## src/rtl/snake_pkg.sv

```systemverilog
// Shared definitions for the snake animator on the two-digit split-segment display.
// Segment bit order is {a1,a2,b1,b2,c1,c2,d1,d2,e1,e2,f1,f2,g1,g2}, bit 13 = a1.
package snake_pkg;

    localparam int SEG_W    = 14;
    localparam int POS_W    = 4;
    localparam int CLEN_W   = 4;   // wide enough for any length up to 11
    localparam int PATH_LEN = 12;

    localparam int SEG_A1 = 13;
    localparam int SEG_A2 = 12;
    localparam int SEG_B1 = 11;
    localparam int SEG_B2 = 10;
    localparam int SEG_C1 = 9;
    localparam int SEG_C2 = 8;
    localparam int SEG_D1 = 7;
    localparam int SEG_D2 = 6;
    localparam int SEG_E1 = 5;
    localparam int SEG_E2 = 4;
    localparam int SEG_F1 = 3;
    localparam int SEG_F2 = 2;
    localparam int SEG_G1 = 1;
    localparam int SEG_G2 = 0;

    typedef logic [3:0] seg_idx_t;

    // Figure-eight path through both digits; g1/g2 are crossed twice.
    localparam seg_idx_t PATH [PATH_LEN] = '{
        seg_idx_t'(SEG_A1), seg_idx_t'(SEG_A2), seg_idx_t'(SEG_B2), seg_idx_t'(SEG_G2),
        seg_idx_t'(SEG_G1), seg_idx_t'(SEG_E1), seg_idx_t'(SEG_D1), seg_idx_t'(SEG_D2),
        seg_idx_t'(SEG_C2), seg_idx_t'(SEG_G2), seg_idx_t'(SEG_G1), seg_idx_t'(SEG_F1)
    };

    typedef enum logic [1:0] {
        IDLE = 2'd0,
        RUN  = 2'd1,
        HOLD = 2'd2
    } state_t;

    // (pos + ofs) mod 12; pos <= 11 and ofs <= 10, so one correction is enough.
    function automatic logic [POS_W-1:0] path_index(input logic [POS_W-1:0] pos,
                                                     input logic [POS_W-1:0] ofs);
        logic [POS_W:0] sum;
        sum = {1'b0, pos} + {1'b0, ofs};
        path_index = (sum >= 5'd12) ? POS_W'(sum - 5'd12) : POS_W'(sum);
    endfunction

    // One-hot segment mask for a path position; out-of-range positions light nothing.
    function automatic logic [SEG_W-1:0] path_mask(input logic [POS_W-1:0] idx);
        case (idx)
            4'd0:    path_mask = 14'd1 << PATH[0];
            4'd1:    path_mask = 14'd1 << PATH[1];
            4'd2:    path_mask = 14'd1 << PATH[2];
            4'd3:    path_mask = 14'd1 << PATH[3];
            4'd4:    path_mask = 14'd1 << PATH[4];
            4'd5:    path_mask = 14'd1 << PATH[5];
            4'd6:    path_mask = 14'd1 << PATH[6];
            4'd7:    path_mask = 14'd1 << PATH[7];
            4'd8:    path_mask = 14'd1 << PATH[8];
            4'd9:    path_mask = 14'd1 << PATH[9];
            4'd10:   path_mask = 14'd1 << PATH[10];
            4'd11:   path_mask = 14'd1 << PATH[11];
            default: path_mask = 14'd0;
        endcase
    endfunction

endpackage

```

## src/rtl/snake_seg_decode.sv

```systemverilog
// Combinational segment decoder: lights cur_len consecutive path entries from pos.
// Overlapping g1/g2 entries simply OR together.
module snake_seg_decode
    import snake_pkg::*;
#(
    parameter int MAX_LEN = 6
) (
    input  logic [POS_W-1:0]  pos,
    input  logic [CLEN_W-1:0] cur_len,
    input  logic              active,
    output logic [SEG_W-1:0]  seg
);

    // OR together the masks of the first cur_len path positions starting at pos.
    always_comb begin
        seg = {SEG_W{1'b0}};
        if (active) begin
            for (int i = 0; i < MAX_LEN; i++) begin
                seg = seg | ((CLEN_W'(i) < cur_len) ?
                             path_mask(path_index(pos, POS_W'(i))) : {SEG_W{1'b0}});
            end
        end else begin
            seg = {SEG_W{1'b0}};
        end
    end

endmodule

```

## src/rtl/snake_animator.sv

```systemverilog
// Snake animator for the two-digit split-segment display.
// Programmable step rate (DIV), selectable length, run/pause/stop, direction,
// step/lap pulses. Optional macro SNAKE_GROW_EN makes the snake grow by one
// segment per lap up to MAX_LEN, then fall back to the start length.
module snake_animator
    import snake_pkg::*;
#(
    parameter int DIV     = 1,
    parameter int MAX_LEN = 6,
    parameter int DEF_LEN = 3,
    parameter int LEN_W   = 4
) (
    input  logic             clk,
    input  logic             reset,
    input  logic             start,
    input  logic             stop,
    input  logic             pause,
    input  logic             dir,
    input  logic [LEN_W-1:0] len,
    output logic [SEG_W-1:0] seg,
    output logic             step_tick,
    output logic             lap,
    output logic             busy
);

    localparam int                 PRESC_W    = (DIV > 1) ? $clog2(DIV) : 1;
    localparam logic [PRESC_W-1:0] PRESC_LAST = PRESC_W'(DIV - 1);
    localparam logic [POS_W-1:0]   POS_LAST   = POS_W'(PATH_LEN - 1);
    localparam logic [CLEN_W-1:0]  DEF_CLEN   = CLEN_W'(DEF_LEN);
    localparam logic [CLEN_W-1:0]  MAX_CLEN   = CLEN_W'(MAX_LEN);

    state_t              state_r, state_s;
    logic [POS_W-1:0]    pos_r, pos_s;
    logic [PRESC_W-1:0]  presc_r, presc_s;
    logic [CLEN_W-1:0]   cur_len_r, cur_len_s;
    logic                step_tick_r, step_tick_s;
    logic                lap_r, lap_s;
    logic                advance_s;
    logic                wrap_s;
    logic [POS_W-1:0]    pos_step_s;
    logic [CLEN_W-1:0]   start_len_s;
`ifdef SNAKE_GROW_EN
    logic [CLEN_W-1:0]   base_len_r, base_len_s;
`endif

    // Length chosen at start: zero selects the default, larger values clamp to MAX_LEN.
    always_comb begin
        if (len == {LEN_W{1'b0}}) begin
            start_len_s = DEF_CLEN;
        end else if (32'(len) > 32'(MAX_LEN)) begin
            start_len_s = MAX_CLEN;
        end else begin
            start_len_s = CLEN_W'(len);
        end
    end

    // Next path position in the current direction and whether it wraps the lap.
    always_comb begin
        if (dir) begin
            wrap_s     = (pos_r == {POS_W{1'b0}});
            pos_step_s = wrap_s ? POS_LAST : pos_r - 4'd1;
        end else begin
            wrap_s     = (pos_r == POS_LAST);
            pos_step_s = wrap_s ? {POS_W{1'b0}} : pos_r + 4'd1;
        end
    end

    // Control FSM and datapath next-state; every non-paused active edge advances the prescaler.
    always_comb begin
        state_s     = state_r;
        pos_s       = pos_r;
        presc_s     = presc_r;
        cur_len_s   = cur_len_r;
        step_tick_s = 1'b0;
        lap_s       = 1'b0;
        advance_s   = 1'b0;
`ifdef SNAKE_GROW_EN
        base_len_s  = base_len_r;
`endif

        case (state_r)
            IDLE: begin
                if (stop || pause) begin
                    state_s = IDLE;
                end else if (start) begin
                    state_s   = RUN;
                    pos_s     = {POS_W{1'b0}};
                    presc_s   = {PRESC_W{1'b0}};
                    cur_len_s = start_len_s;
`ifdef SNAKE_GROW_EN
                    base_len_s = start_len_s;
`endif
                end else begin
                    state_s = IDLE;
                end
            end
            RUN: begin
                if (stop) begin
                    state_s = IDLE;
                    pos_s   = {POS_W{1'b0}};
                    presc_s = {PRESC_W{1'b0}};
                end else if (pause) begin
                    state_s = HOLD;
                end else begin
                    advance_s = 1'b1;
                end
            end
            HOLD: begin
                if (stop) begin
                    state_s = IDLE;
                    pos_s   = {POS_W{1'b0}};
                    presc_s = {PRESC_W{1'b0}};
                end else if (pause) begin
                    state_s = HOLD;
                end else begin
                    // The release edge counts as a running cycle so no time is lost.
                    state_s   = RUN;
                    advance_s = 1'b1;
                end
            end
            default: begin
                state_s = IDLE;
                pos_s   = {POS_W{1'b0}};
                presc_s = {PRESC_W{1'b0}};
            end
        endcase

        if (advance_s) begin
            if (presc_r == PRESC_LAST) begin
                presc_s     = {PRESC_W{1'b0}};
                pos_s       = pos_step_s;
                step_tick_s = 1'b1;
                lap_s       = wrap_s;
`ifdef SNAKE_GROW_EN
                if (wrap_s) begin
                    cur_len_s = (cur_len_r < MAX_CLEN) ? cur_len_r + 4'd1 : base_len_r;
                end else begin
                    cur_len_s = cur_len_r;
                end
`endif
            end else begin
                presc_s = presc_r + PRESC_W'(1'b1);
            end
        end else begin
            presc_s = presc_s;
        end
    end

    // State and datapath registers with asynchronous active-low reset.
    always_ff @(posedge clk or negedge reset) begin
        if (!reset) begin
            state_r     <= IDLE;
            pos_r       <= {POS_W{1'b0}};
            presc_r     <= {PRESC_W{1'b0}};
            cur_len_r   <= DEF_CLEN;
            step_tick_r <= 1'b0;
            lap_r       <= 1'b0;
`ifdef SNAKE_GROW_EN
            base_len_r  <= DEF_CLEN;
`endif
        end else begin
            state_r     <= state_s;
            pos_r       <= pos_s;
            presc_r     <= presc_s;
            cur_len_r   <= cur_len_s;
            step_tick_r <= step_tick_s;
            lap_r       <= lap_s;
`ifdef SNAKE_GROW_EN
            base_len_r  <= base_len_s;
`endif
        end
    end

    assign step_tick = step_tick_r;
    assign lap       = lap_r;
    assign busy      = (state_r != IDLE);

    snake_seg_decode #(
        .MAX_LEN (MAX_LEN)
    ) u_decode (
        .pos     (pos_r),
        .cur_len (cur_len_r),
        .active  (busy),
        .seg     (seg)
    );

endmodule

```

## config.mk

```make
export PLATFORM = sky130hd
export DESIGN_NAME = snake_animator
export DESIGN_NICKNAME = d
export VERILOG_FILES = /design/src/rtl/snake_pkg.sv /design/src/rtl/snake_seg_decode.sv /design/src/rtl/snake_animator.sv
export SDC_FILE = /design/constraint.sdc
export NUM_CORES = 1
export LEC_CHECK = 0
export ABC_AREA = 1
export CAP_MARGIN = 20
export CORE_UTILIZATION = 25
export DETAILED_ROUTE_END_ITERATION = 12
export PLACE_DENSITY = 0.47
export SLEW_MARGIN = 25
export SYNTH_ARGS = -nofsm -noshare
export SYNTH_HDL_FRONTEND = slang
export SYNTH_SLANG_ARGS = --single-unit
```

## constraint.sdc

```tcl
create_clock -name clk -period 9.2 [get_ports clk]
set_clock_uncertainty 0.15 [all_clocks]
set_input_delay 1.84 -clock clk [delete_from_list [all_inputs] [get_ports clk]]
set_output_delay 1.84 -clock clk [all_outputs]
set_load 0.05 [all_outputs]
```

* After elaboration in Yosys (flattened, before gate mapping)
Memory sizes are Yosys's and may differ from the RTL's.
Cells that the tools add are included.
** Storage, ports and cells
- Flip-flop bits (word level) :: 13
- Bits in latches :: 0
- RAM bits :: 0
- Memory bits (read-only) :: 960
- Input port bits :: 10
- Output and inout bits :: 17
- Word-level logic and storage cells :: 111
- Memories :: 6
** Operators by class
- $add $sub $neg :: 14
- Multipliers :: 0
- Divide/modulo/power cells :: 0
- $lt $le $gt $ge :: 13
- Eq/ne operators :: 7
- Shift-type cells :: 0
- Mux-type cells :: 51
- Bitwise gates (word level) :: 6
- Reductions and logical operators :: 8
** Memory list
- (no name shown) :: depth 16, width 10, rd ports 1, clocked after Yosys merged registers in 0, wr ports 0, RTL line snake_pkg.sv:50 : case (idx)
- (no name shown) :: depth 16, width 10, rd ports 1, clocked after Yosys merged registers in 0, wr ports 0, RTL line snake_pkg.sv:50
- (no name shown) :: depth 16, width 10, rd ports 1, clocked after Yosys merged registers in 0, wr ports 0, RTL line snake_pkg.sv:50
- (no name shown) :: depth 16, width 10, rd ports 1, clocked after Yosys merged registers in 0, wr ports 0, RTL line snake_pkg.sv:50
- (no name shown) :: depth 16, width 10, rd ports 1, clocked after Yosys merged registers in 0, wr ports 0, RTL line snake_pkg.sv:50
- (no name shown) :: depth 16, width 10, rd ports 1, clocked after Yosys merged registers in 0, wr ports 0, RTL line snake_pkg.sv:50
** Operator list (count)
- $mux 14 :: 13
- $or 14x14->14 :: 5
- $mux 4 :: 16
- $ge 5x4->1 const B :: 5
- $sub 4x4->4 const B :: 6
- $mux 1 :: 15
- $add 4x2->5 const B :: 2
- $add 4x3->5 const B :: 2
- $ne 3x3->1 const B :: 3
- $logic_not 4->1 :: 2
- $lt 1x4->1 const A :: 2
- $lt 2x4->1 const A :: 2
- $lt 3x4->1 const A :: 2
- $mux 2 :: 4
- $pmux 4 s2 :: 1
- $pmux 2 s3 :: 1
- $reduce_and 3->1 :: 2
- $add 4x1->5 const B :: 1
- $add 4x1->4 const B :: 1
- $eq 4x4->1 const B :: 1
- $ge 4x4->1 const B :: 1
- $gt 4x3->1 const B :: 1
- $sub 4x1->4 const B :: 1
- $ne 3x1->1 const B :: 1
- other kinds (9) :: 9

* Longest topological paths before layout
An unclocked memory read counts as a cell.
- Depth after elaboration :: 12
- Mapped depth :: 22
- Depth with buffers taken out :: 22

* By module
Synthesis repeated with hierarchy kept, for this count alone.
** Unflattened totals
- Cells, all modules :: 424
- Area, all modules :: 2424.8 um2
** Modules (own cells, without submodules)
- snake_seg_decode :: times used 1, cells each 322, area each 1625.3 um2, sequential area each 0.0 um2
- snake_animator :: times used 1, cells each 102, area each 799.5 um2, sequential area each 302.8 um2

* Least setup slack after synthesis
No wires, ideal clock.
- Kind :: reg2out
- From :: reg pos_r[1]
- To :: out seg[1]
- Data arrival time :: 2885 ps
- Required time :: 7210 ps
- Path slack :: 4325 ps
- Stages on the path, launching flop included :: 19
- Path buffers :: 1
- Path through :: dfrtp_1 > inv_1 > ha_1 > buf_4 > nand2_1 > nand2_2 > inv_1 > ha_1 > nand2_1 > inv_1 > nor2_2 > nand2_1 > nand2_2 > nand2_4 > nor2_4 > nand2_1 > nand3_2 > nor2_1 > a21oi_1
** On the way
- Word-level cells in the longest chain between the ends :: 12
- Elaborated cells between the ends (all ways) :: 47
- Classes of those cells :: add/sub: 11; order compare: 6; mux: 19; bitwise: 5; memory: 6
** RTL lines
- from (decl) :: RTL line snake_animator.sv:33 : logic [POS_W-1:0] pos_r, pos_s;
- from (signal assigned) :: RTL line snake_animator.sv:153 : pos_r <= {POS_W{1'b0}};
- from (signal assigned) :: RTL line snake_animator.sv:163 : pos_r <= pos_s;
- $add 4x1->5 :: RTL line snake_pkg.sv:44 : sum = {1'b0, pos} + {1'b0, ofs};
- $sub 4x4->4 or $ge 5x4->1 (tied branches) :: RTL line snake_pkg.sv:45 : path_index = (sum >= 5'd12) ? POS_W'(sum - 5'd12) : POS_W'(sum);
- $mux 4 :: RTL line snake_pkg.sv:45
- $mem_v2 16x10
- $mux 14 :: RTL line snake_seg_decode.sv:17 : if (active) begin
- $mux 14 :: RTL line snake_seg_decode.sv:19 : seg = seg | ((CLEN_W'(i) < cur_len) ?
- $or 14x14->14 (4 in series) :: RTL line snake_seg_decode.sv:19
- $or 14x14->14 (*) :: RTL line snake_seg_decode.sv:19
- $mux 14 (*) :: RTL line snake_seg_decode.sv:17
- to (decl) :: RTL line snake_animator.sv:20 : output logic [SEG_W-1:0] seg,
Every way passes the cells marked *; elsewhere a longest branch is shown, timed or not. The select of a mux whose other input is x is not followed.

* Worst setup path in the final report
- From :: reg pos_r[0]
- To :: out seg[0]
The elaborated chain is that of the path after synthesis.

==> reports/summary.txt <==
Outcome = finished, violations left
Violated checks = DRC
Area grow syn2layout = 14.5%
Core area = 0.00885 mm²
Yosys reg bits = 12
Routed WL per cell = 13.3 µm
Initial antenna violation count = 0
Reg clk slew, reported paths = 0.05 ns
R2r setup slk = 7.09 ns
RSZ-0062 raised after global routing = false
Hold Crit Endpoint = cur_len_r[2]
Initial Util = 0.262
Maximum VDD drop = 64.2 µV
Hold buffers post-CTS = 0
Finished Layout Cells = 507
Total track usage = 0.146
Worst setup margin = 3.41 ns
DIE AREA = 0.00965 mm²
Final GP Congestion = 0.873
Share of cells above drive strength 1 = 0.160
Worst Hold Launch = cur_len_r[2]
Setup Crit Path Kind = register to output port
Arrival @ worst endpoint = 3.80 ns
Power Dens Cells = 139 mW/mm²
Slew Viols, Final = 0
Clock Sinks = 12
Max cap viols = 0
RR Endpoint = cur_len_r[1]
Leak Pwr = 1.39 nW
DR iter-0 viols = 154
Max transition margin = 0.627
Hold_ws = 0.406 ns
Crit path top cell by count = nand2_1
Synthesized area = 0.00232 mm²
R2R depth = 7
FP Rows = 34
IO buf count = 22
Top cell type's share of synthesized area = 0.157
Setup TNS = 0 ns
CTS tree = built
Overflow left after global routing = 0
Vias = 2439
Htree depth = 1
Worst-Margin Slew = 0.558 ns
Syn_area_per_cell = 6.09 µm²
Top FF cell, synth = dfrtp_1
Clock latency at the later pin of the worst-skew pair = 0.24 ns
Final hold vios = 0
Postcts setup bufs = 0
Setup Viol. Count Final = 0
Number of enable flip-flop cells after synthesis = 0
Number of global-route vias before repair = 2301
Worst slack, placed = 3.67 ns
Die Y = 98.3 µm
CP cell instances = inv_1 -> ha_1 -> inv_1 -> nand2_1 -> nand2_2 -> inv_1 -> ha_1 -> nand2_1 -> inv_1 -> nor2_2 -> nand2_1 -> nand2_2 -> nand2_4 -> nor2_4 -> nand2_1 -> o21ai_1 -> nand2_1 -> nand3_1 -> nand2_1 -> inv_1 -> clkdlybuf4s50_1
Largest net degree at the start of global routing = 13
Setup crit end kind = output port
R2R Path Start = state_r[0]
Cell with the most instances after synthesis = nand2_1
Synth cell count leaders = 97 x nand2_1, 47 x inv_1, 39 x nor2_1
Max Freq = 173 MHz
Drt first pass iters = 11
Critical path launch point = pos_r[0]
ANT nets after route = 0
Diode count = 0
Distinct cells, synth = 35
DRT Wirelength = 6.76 mm
Final Power = 0.368 mW
Num ports = 27
Detail Placement HPWL = 5.52 mm
TritonCTS buffer count = 3
Async SR Flop Fraction = 1.00
Worst path max stage delay = 0.79 ns
Register area share after synthesis = 0.131
Layout Nets = 433
Period minus WS final = 5.79 ns
Final Cycle Share = 0.630
Worst-path maximum fanout = 12
First-pass GRT wire length = 11.4 mm
Hold WC Path Type = register to register
Required @ worst endpoint = 7.21 ns
Vias/cell = 4.81
Clock Root Buffer = clkbuf_8
Placed cell count = 503
CTS resizes = 0
Yosys warns = 0
Synth area leader = nand2_1
Hold depth = 2
Syn Inst Count = 380
CP startpoint kind = register
Die W = 98.3 µm
CP max-delay cell = clkdlybuf4s50_1
Final core area utilization = 0.300
Fillers = 1002
Ranking of synthesized cells by area = nand2_1 16%, ha_1 12%, dfrtp_1 11%
DP Area = 0.00261 mm²
Longest Clk Path Bufs = 2
Post-route cell area = 0.00265 mm²
DRC Markers = 3
## routing by layer
metal | vias up | part of all wire | GRT usage | wire [µm]
li1 | 1244 | - | - | -
met1 | 1084 | 0.49 | 0.202 | 3290
met2 | 93 | 0.44 | 0.240 | 2990
met3 | 18 | 0.046 | 0.0115 | 308
met4 | 0 | 0.026 | 0.0505 | 177
met5 | - | 0 | 0 | 0
## flip-flops by register name, indices dropped and copies added, names as in the netlist
signal,flops
step_tick,1
pos_r,4
state_r,2
lap,1
cur_len_r,4
## cell families (layout without fill, tap and decap cells)
logic type,count (synthesis),count (layout),share of synthesized area
AND/OR/NAND/NOR,229,229,0.498
buffers and inverters,68,84,0.126
AO/OA/AOI/OAI,46,46,0.115
adder cells (fa/ha/maj),23,23,0.124
flip-flops,12,12,0.131
other,1,4,0.00162
XOR/XNOR,1,1,0.00378
## layout by cell type (no fill, tap or decap), types with 2 or more instances in the layout
cell type	Yosys	layout
o21ai_1	3	3
nor2_8	2	2
o21ai_2	2	2
nand3_1	31	31
ha_1	23	23
a21oi_1	18	18
nor3_1	10	10
nand2_4	7	7
nand4_1	3	3
nand2_2	20	20
clkdlybuf4s50_1	0	22
o21bai_1	2	2
nor2_1	39	39
inv_2	11	11
dfrtp_1	10	10
nor4_1	4	4
inv_1	47	47
nor2_4	4	4
nor2_2	4	4
nand2_1	97	97
conb_1	1	4
dfstp_2	2	2
clkbuf_8	0	3
o21ai_0	15	15
nand3_2	7	7
## cell type report
cell class / instances / area (µm²) / area share
Sequential cell: 12 / 303 / 0.114
Tap cell: 108 / 135 / 0.0509
Clock buffer: 4 / 45.0 / 0.0170
Multi-Input combinational cell: 303 / 1730 / 0.653
Timing Repair Buffer: 22 / 220 / 0.0830
Inverter: 58 / 218 / 0.0821
## power breakdown
group	total (mW)	internal, mW	switching (mW)
Clock	0.0496	0.0305	0.0191
Sequential	0.0690	0.0596	0.00938
Combinational	0.249	0.0757	0.174
Total	0.368	0.166	0.202
## how the worst max path moves through the flow
stage / cells after the start / to
floorplan: 18 / seg[1]
global placement: 21 / seg[0]
detailed placement: 21 / seg[0]
CTS: 21 / seg[0]
global route: 21 / seg[0]
finish: 21 / seg[0]
## critical path, delay by kind of cell, from the launching register on
| kind | cells | cell delay (ns) |
|---|---|---|
| AND/OR/NAND/NOR | 12 | 1.05 |
| AO/OA/AOI/OAI | 1 | 0.07 |
| buffers and inverters | 6 | 1.30 |
| flip-flops | 1 | 0.55 |
| adder cells (fa/ha/maj) | 2 | 0.59 |
No activity file was read; power rests on OpenSTA's default activity.
